$ cat config.mk
export PLATFORM = sky130hd
export DESIGN_NAME = odometer_rosc_counter
export DESIGN_NICKNAME = d
export VERILOG_FILES = /design/src/rtl/odometer_pkg.sv /design/src/rtl/odometer_edge_counter.sv /design/src/rtl/odometer_rosc_counter.sv
export SDC_FILE = /design/constraint.sdc
export NUM_CORES = 1
export LEC_CHECK = 0
export BUFFER_PORTS_ARGS = -buffer_cell sky130_fd_sc_hd__buf_4
export CAP_MARGIN = 30
export CORE_MARGIN = 10
export CORE_UTILIZATION = 55
export CTS_CLUSTER_DIAMETER = 60
export DETAILED_ROUTE_END_ITERATION = 12
export PLACE_DENSITY = 0.86
export RECOVER_POWER = 100
export SYNTH_ARGS = -nofsm -noshare
export SYNTH_HDL_FRONTEND = slang
export SYNTH_SLANG_ARGS = --single-unit
$ cat constraint.sdc
create_clock -name CLK -period 3.44 [get_ports CLK]
set_clock_uncertainty 0.1 [all_clocks]
set_input_delay 0.344 -clock CLK [delete_from_list [all_inputs] [get_ports CLK]]
set_output_delay 0.344 -clock CLK [all_outputs]
set_load 0.02 [all_outputs]
$ cat src/rtl/odometer_pkg.sv
// Shared constants and state type for the RVT odometer measurement block.
// Also used by the register-interface block to size its result fields.
package odometer_pkg;

   typedef enum logic [2:0] {
      ST_IDLE   = 3'd0,
      ST_SETTLE = 3'd1,
      ST_COUNT  = 3'd2,
      ST_DRAIN  = 3'd3,
      ST_DONE   = 3'd4
   } state_e;

   localparam int CW_DEF          = 16;
   localparam int WW_DEF          = 16;
   localparam int SETTLE_CYC_DEF  = 8;
   localparam int SYNC_STAGES_DEF = 2;

   function automatic logic is_busy(input state_e s);
      return (s == ST_SETTLE) || (s == ST_COUNT) || (s == ST_DRAIN);
   endfunction

   function automatic logic is_osc_on(input state_e s);
      return (s == ST_SETTLE) || (s == ST_COUNT);
   endfunction

endpackage

$ cat src/rtl/odometer_edge_counter.sv
// Synchronizer, rising-edge detector and saturating counter for one
// asynchronous ring-oscillator input.
module odometer_edge_counter
   import odometer_pkg::*;
#(
   parameter int CW          = CW_DEF,
   parameter int SYNC_STAGES = SYNC_STAGES_DEF
) (
   input  logic          CLK,
   input  logic          RST,
   input  logic          CLR,
   input  logic          GATE,
   input  logic          ASYNC_IN,
   output logic [CW-1:0] CNT,
   output logic          SAT
);

   localparam logic [CW-1:0] MAX_CNT = '1;

   logic [SYNC_STAGES-1:0] r_sync;
   logic                   r_hist;
   logic [CW-1:0]          r_cnt;
   logic                   r_sat;
   logic                   w_rise;
   logic                   w_inc;

   always_ff @(posedge CLK) begin
      if (RST) begin
         r_sync <= '0;
         r_hist <= 1'b0;
      end else begin
         r_sync <= {r_sync[SYNC_STAGES-2:0], ASYNC_IN};
         r_hist <= r_sync[SYNC_STAGES-1];
      end
   end

   assign w_rise = r_sync[SYNC_STAGES-1] & ~r_hist;
   assign w_inc  = GATE & w_rise & (r_cnt != MAX_CNT);

   // SAT marks that the counter reached full scale during this measurement
   always_ff @(posedge CLK) begin
      if (RST || CLR) begin
         r_cnt <= '0;
         r_sat <= 1'b0;
      end else if (w_inc) begin
         r_cnt <= r_cnt + 1'b1;
         if (r_cnt == MAX_CNT - 1'b1) begin
            r_sat <= 1'b1;
         end
      end
   end

   assign CNT = r_cnt;
   assign SAT = r_sat;

endmodule

$ cat src/rtl/odometer_rosc_counter.sv
// Odometer measurement top: runs both ROSCs, counts their edges over a
// CLK-timed window and reports both counts and their signed difference.
module odometer_rosc_counter
   import odometer_pkg::*;
#(
   parameter int CW          = CW_DEF,
   parameter int WW          = WW_DEF,
   parameter int SETTLE_CYC  = SETTLE_CYC_DEF,
   parameter int SYNC_STAGES = SYNC_STAGES_DEF
) (
   input  logic          CLK,
   input  logic          RST,
   input  logic          START,
   input  logic [WW-1:0] WIN_CYC,
   input  logic          ACK,
   input  logic          ROSC_STR,
   input  logic          ROSC_REF,
   output logic          EN_STR,
   output logic          EN_REF,
   output logic          BUSY,
   output logic          VALID,
   output logic [CW-1:0] CNT_STR,
   output logic [CW-1:0] CNT_REF,
   output logic [CW:0]   DIFF,
   output logic [1:0]    SAT
);

   localparam logic [WW-1:0] SETTLE_LD = WW'(SETTLE_CYC - 1);
   localparam logic [WW-1:0] DRAIN_LD  = WW'(SYNC_STAGES);

   state_e                 r_state;
   logic [WW-1:0]          r_tmr;
   logic [WW-1:0]          r_win;
   logic [SYNC_STAGES-1:0] r_gate;
   logic [CW:0]            r_diff;
   logic                   w_accept;
   logic                   w_gate;
   logic [CW-1:0]          w_cnt_str;
   logic [CW-1:0]          w_cnt_ref;
   logic                   w_sat_str;
   logic                   w_sat_ref;

   assign w_accept = START &&
                     ((r_state == ST_IDLE) || ((r_state == ST_DONE) && ACK));

   always_ff @(posedge CLK) begin
      if (RST) begin
         r_state <= ST_IDLE;
         r_tmr   <= '0;
         r_win   <= '0;
         r_diff  <= '0;
      end else if (w_accept) begin
         r_state <= ST_SETTLE;
         r_tmr   <= SETTLE_LD;
         r_win   <= WIN_CYC;
         r_diff  <= '0;
      end else begin
         unique case (r_state)
            ST_IDLE: begin
               r_state <= ST_IDLE;
            end
            ST_SETTLE: begin
               if (r_tmr != '0) begin
                  r_tmr <= r_tmr - 1'b1;
               end else if (r_win == '0) begin
                  r_state <= ST_DRAIN;
                  r_tmr   <= DRAIN_LD;
               end else begin
                  r_state <= ST_COUNT;
                  r_tmr   <= r_win - 1'b1;
               end
            end
            ST_COUNT: begin
               if (r_tmr != '0) begin
                  r_tmr <= r_tmr - 1'b1;
               end else begin
                  r_state <= ST_DRAIN;
                  r_tmr   <= DRAIN_LD;
               end
            end
            // counters are final in the last drain cycle
            ST_DRAIN: begin
               if (r_tmr != '0) begin
                  r_tmr <= r_tmr - 1'b1;
               end else begin
                  r_state <= ST_DONE;
                  r_diff  <= {1'b0, w_cnt_ref} - {1'b0, w_cnt_str};
               end
            end
            ST_DONE: begin
               if (ACK) begin
                  r_state <= ST_IDLE;
               end
            end
            default: begin
               r_state <= ST_IDLE;
            end
         endcase
      end
   end

   // gate delayed to line the window up with the synchronizer input
   always_ff @(posedge CLK) begin
      if (RST) begin
         r_gate <= '0;
      end else begin
         r_gate <= {r_gate[SYNC_STAGES-2:0], (r_state == ST_COUNT)};
      end
   end

   assign w_gate = r_gate[SYNC_STAGES-1];

   odometer_edge_counter #(
      .CW          (CW),
      .SYNC_STAGES (SYNC_STAGES)
   ) u_cnt_str (
      .CLK      (CLK),
      .RST      (RST),
      .CLR      (w_accept),
      .GATE     (w_gate),
      .ASYNC_IN (ROSC_STR),
      .CNT      (w_cnt_str),
      .SAT      (w_sat_str)
   );

   odometer_edge_counter #(
      .CW          (CW),
      .SYNC_STAGES (SYNC_STAGES)
   ) u_cnt_ref (
      .CLK      (CLK),
      .RST      (RST),
      .CLR      (w_accept),
      .GATE     (w_gate),
      .ASYNC_IN (ROSC_REF),
      .CNT      (w_cnt_ref),
      .SAT      (w_sat_ref)
   );

   assign EN_STR  = is_osc_on(r_state);
   assign EN_REF  = is_osc_on(r_state);
   assign BUSY    = is_busy(r_state);
   assign VALID   = (r_state == ST_DONE);
   assign CNT_STR = w_cnt_str;
   assign CNT_REF = w_cnt_ref;
   assign DIFF    = r_diff;
   assign SAT     = {w_sat_ref, w_sat_str};

endmodule

---- After elaboration in Yosys (flattened, before gate mapping) ----
Index checks and enable logic that the tools add are counted.
storage, ports and cells
  flip-flop bits (word level) ............. 94
  input bits .............................. 22
  logic and storage cells ................. 79
operators by class
  equality and inequality tests ........... 18
  reductions and logical operators ........ 19
  mux-type cells .......................... 13
  add/sub/neg operators ................... 5
  bitwise operators ....................... 9
operators with widths
  kind                   count
  $mux 16                4
  $pmux 16 s3            1
  $add 16x1->16 const B  2
  $eq 16x16->1 const B   2
  $ne 16x16->1 const B   2
  $sub 16x1->16 const B  2
  $sub 16x16->17         1
  $logic_not 16->1       1
  $reduce_bool 16->1     1
  $mux 3                 5
  $ne 3x2->1 const B     5
  $pmux 3 s4             1
  $ne 2x2->1 const B     5
  $reduce_and 2->1       5
  $reduce_and 4->1       2
  $and 1x1->1            6
  $eq 3x2->1 const B     2
  $logic_or 1x1->1       4
  $reduce_bool 4->1      1
  $eq 3x1->1 const B     1
  $eq 3x3->1 const B     1
  $logic_not 3->1        1
  $not 1->1              3
  $reduce_bool 3->1      1
  other kinds (3)        5

---- Longest topological paths before layout ----
  word-level depth ........................ 6
  mapped depth ............................ 9

---- Modules after synthesis ----
A second synthesis with hierarchy kept.
second synthesis, totals
  cells, all modules ...................... 706
  area, all modules ....................... 5736.8 sq um
by module, submodules not included
  module                 cells each  area each (sq um)  sequential area each (sq um)  instances
  odometer_rosc_counter  478         3782.4             1081.0                        1
  odometer_edge_counter  114         977.2              400.4                         2

---- Worst setup path before layout ----
Ideal clock, no wire load.
  path type ............................... flip-flop to flip-flop
  from .................................... register r_tmr[0]
  to ...................................... register r_tmr[14]
  data required time ...................... 3223 ps
  cell stages (with the launch flop) ...... 9
  data arrival time ....................... 2251 ps
  setup slack ............................. 972 ps
  path buffers ............................ 1
  library setup time ...................... 117 ps
  cell sequence ........................... dfxtp_1 -> inv_1 -> ha_1 -> or4b_2 -> or3_1 -> clkbuf_1 -> nor2_2 -> o21ai_0 -> a32o_1
between the ends
  longest elaborated chain between the ends .. 3
  elaborated cells between the ends (all ways) .. 8
  classes of those cells .................. add/sub: 1; eq/ne: 1; mux: 4; reduce/logical: 2
ends and longest elaborated chain
  item                                                        RTL line                     RTL
  start: declaration                                          odometer_rosc_counter.sv:32  logic [WW-1:0] r_tmr;
  start signal: assignment                                    odometer_rosc_counter.sv:64  r_tmr <= r_tmr - 1'b1;
  start signal: assignment                                    odometer_rosc_counter.sv:70  r_tmr <= r_win - 1'b1;
  start signal: assignment                                    odometer_rosc_counter.sv:75  r_tmr <= r_tmr - 1'b1;
  $sub 16x1->16 / $reduce_bool 16->1 (equally long branches)  --
  $mux 16, or another cell as far along                       odometer_rosc_counter.sv:83  if (r_tmr != '0) begin
  $pmux 16 s3 / $reduce_and 2->1 (equally long branches)      --
Parallel ways exist; a longest one is shown, timed or not. The select of a mux whose other input is x is not followed.
A chain may end at the register's enable or synchronous reset.

---- Worst setup path in the final report ----
  from .................................... register r_tmr[0]
  to ...................................... register r_diff[16], in the netlist DIFF[16]
between the ends
  longest elaborated chain between the ends .. 3
ends and longest elaborated chain
  item                               RTL line                     RTL
  $reduce_bool 16->1                 odometer_rosc_counter.sv:83
  $not 1->1 (no source line)         --
  $reduce_and 2->1 (no source line)  --
  end signal: assignment             odometer_rosc_counter.sv:87  r_diff <= {1'b0, w_cnt_ref} - {1'b0, w_cnt_str};
  end: declaration                   odometer_rosc_counter.sv:35  logic [CW:0] r_diff;
No other way between the ends.

==> impl_metrics.yaml <==
status:
  status: "completed"
global_routing:
  track_usage_pct: 19.5
  grt_max_degree: 34
  grt_pass1_wl_mm: 23.6
  overflow: 0
  grt_pass1_vias: 4860
  antenna_found_initial: 0
flow_run:
  maxCapViolCount: 0
worst_setup_path:
  worst-setup-path-type: "reg2reg"
  critPathMaxFanout: 13
  start_kind: "register"
  cp_num_buf_inv: 2
  r2r_slack_ns: 0.47
  path_delay_family: "simple AND/OR/NAND/NOR gates"
  cp.required_ns: 3.60
  crit_path_cell_trace: "inv_1, ha_1, or4b_2, nor4_4, nand2_1, clkbuf_1, nor4_1, a31oi_1, o41ai_1"
  cp_slowest_cell: "or4b_2"
  rr_startpoint: "r_tmr[0]$_SDFFE_PP0P_"
  cp_slowest_stage_delay_ns: 0.66
  ff2ff_path_depth: 9
  crit_path_end_kind: "register"
  cp_data_arrival_time_ns: 3.13
  r2r_end: "DIFF[16]$_SDFFE_PP0P_"
sta:
  rsz0062_at_grt: "false"
  fin_crit_ns: 2.97
  setup_viol: 0
  fin_ws_ns: 0.474
  fin_tns_setup_ns: 0
  drv_slew: 0
  worst_pin_slew_ns: 1.41
  layout_worst_path_cycle_share_pct: 86.2
  finalHoldViolations: 0
  slew_headroom_pct: 5.76
  fmax_ghz: 0.337
logic_synthesis:
  synth_adder_area_share_pct: 6.01
  synth_top_family_by_area: "simple AND/OR/NAND/NOR gates"
  synth_compound_area_share_pct: 16.2
  ys_seq_area_share_pct: 35.3
  synth_area_leader_cell: "dfxtp_1"
  synth_area_um2: 5330
  ys_ff_latch: 94
  syn_nets: 711
  synth_top_area_share_pct: 35.3
  ys_top_cells_by_area: "dfxtp_1, ha_1, xnor2_1"
  synth_mux_area_share_pct: 0.563
  synth-main-ff-cell: "dfxtp_1"
  avgSynthCellArea_um2: 8.03
  synthArstFlopShare_pct: 0
  synthCells: 664
  synth-xor-area-share_pct: 7.88
  synth-edff-count: 0
  yosysWarnings: 0
  synthSimpleGateAreaFrac_pct: 29.1
  yosysUniqueCellTypes: 72
floorplanning:
  start_util_pct: 57.2
  rows: 35
  die_h_um: 118
  pin_count: 77
  dieArea_um2: 14000
  fp.dieW_um: 118
  core-area_um2: 9330
clock_tree:
  cts.hold.buffers_added: 0
  cts_buffers: 9
  post_cts_buffers: 0
  clk_latency_ns: 0.37
  clk_path_buf_depth: 2
  cts_resized: 0
  cts_tree: "done"
  cts_sinks: 94
  cts-root-buf: "clkbuf_8"
  h-tree-depth: 3
  path_clk_slew_ns: 0.10
drt:
  ant_nets: 0
  wl_mm: 14.1
  vias_per_cell: 5.90
  firstDrtPassIters: 5
  wl_per_cell_um: 16.4
  num_vias: 5083
  drc: 0
  drtIter0Drc: 576
final_layout:
  drive_gt1_share_pct: 7.10
  syn_to_final_growth_pct: 11.3
  nets: 774
  num_antenna_cells: 0
  fillers: 828
pwr:
  p_leak_nw: 2.10
  power_density_nw_per_um2: 715
  total_power_mw: 4.25
  peakVddDrop_uv: 585
placed_design:
  place_congestion: 0.936
  numPortBuffers: 76
  place_ws_ns: 0.535
  place_hpwl_mm: 10.6
hold_path:
  hold_path.class: "in2reg"
  holdPathEnd: "u_cnt_str.r_sync[0]$_SDFF_PP0_"
  worst_hold_path.num_cells: 2
  min-delay-start: "ROSC_STR"
==> per-layer routing <==
layer | vias to the layer above | part of all wire, % | global-route usage [%]
met1 | 2385 | 44 | 23.8
met4 | 0 | 1.7 | 6.64
li1 | 2478 | - | -
met3 | 29 | 5.4 | 3.57
met5 | - | 0 | 0
met2 | 191 | 49 | 33.8
==> worst reg2reg max path: stages (launching register included) <==
cell and delay [ns]:
dfxtp_1 0.34, inv_1 0.11, ha_1 0.14, or4b_2 0.66
nor4_4 0.39, nand2_1 0.40, clkbuf_1 0.32, nor4_1 0.23
a31oi_1 0.09, o41ai_1 0.08
==> power breakdown <==
part           switching, mW  internal (mW)  leakage [nW]
logic                   1.28          0.789          1.24
clock network          0.395          0.379        0.0992
registers              0.178           1.22         0.763
total                   1.86           2.39          2.10
==> cells in the final DEF (no fill, tap or decap), types with 3 or more instances in the layout <==
cell and instances:
nand4_1 14, o21a_1 6, or3_1 11, a41oi_1 3, o22ai_1 3, buf_4 23, and3_1 6, o32ai_1 3
inv_1 30, xnor2_1 34, ha_1 24, a211oi_1 5, nor4_1 12, nand2b_1 4, and4_1 3, o21ai_0 28
xor2_1 14, nand3b_1 7, and2_1 3, a21oi_1 46, nand2_1 71, nor3b_1 4, dfxtp_1 94, nand3_1 33
clkbuf_8 11, nor2_1 73, a32o_1 4, a31oi_1 5, or4_1 8, a21o_1 3, clkbuf_1 59, o21ai_1 3
mux2i_1 3, nor2b_1 13, nor3_1 23
==> worst max-delay path by stage <==
stage	start	slack [ns]	cells after the start	end
after floorplan	r_tmr[0]$_SDFFE_PP0P_	0.97	8	r_tmr[14]$_SDFFE_PP0P_
after global placement	r_tmr[0]$_SDFFE_PP0P_	0.71	7	DIFF[16]$_SDFFE_PP0P_
after detailed placement	r_tmr[0]$_SDFFE_PP0P_	0.54	7	DIFF[16]$_SDFFE_PP0P_
after CTS	r_tmr[0]$_SDFFE_PP0P_	0.51	7	DIFF[16]$_SDFFE_PP0P_
after global routing	RST	0.21	4	DIFF[1]$_SDFFE_PP0P_
final	r_tmr[0]$_SDFFE_PP0P_	0.47	9	DIFF[16]$_SDFFE_PP0P_
==> Yosys cell counts (5+ instances only) <==
library cell,instances
xor2_1,14
or3_1,11
nand4_1,14
nor4_1,12
ha_1,24
nor2b_1,13
dfxtp_1,94
inv_1,30
nor2_1,72
clkbuf_1,18
xnor2_1,34
nand2_1,71
nor3_1,23
and3_1,6
a21oi_1,45
a31oi_1,5
nand3_1,33
o21ai_0,27
nand3b_1,7
a211oi_1,5
or4_1,8
o21a_1,6
==> kinds of logic after synthesis <==
family,Yosys count
muxes,3
adders and majority gates,25
AOI/OAI and AO/OA,133
and+or+nand+nor,301
xor gates and xnor gates,48
DFF,94
buffers and inverters,60
==> final cells by class <==
type                       count  area, µm²  area share, %
sequential                    94       1880           31.7
tap                          129        161           2.72
timing repair buffer          82        395           6.66
clock inverter                 4       53.8          0.907
multi-input combinational    510       3170           53.5
inverter                      30        113           1.90
clock buffer                  12        155           2.61
==> per-stage QoR <==
step                util [%]  cells  hold slack [ns]  cell area [µm²]
floorplan                  -    664            0.314             5330
global placement        63.9    845            0.316             5960
detailed placement      63.9    845            0.328             5960
CTS                     66.1    861           0.0869             6170
global route            63.6    861           0.0878             5930
finish                  63.6    861           0.0898             5930
==> sequential cells by signal, summed over array words and instances (netlist names) <==
signal	flops
DIFF	17
u_cnt_str.r_sync	2
r_gate	2
u_cnt_ref.CNT	16
r_win	16
u_cnt_str.CNT	16
u_cnt_ref.r_hist	1
u_cnt_str.r_hist	1
u_cnt_ref.r_sync	2
u_cnt_ref.SAT	1
u_cnt_str.SAT	1
r_state	3
r_tmr	16
(Power assumes the default switching activity.)
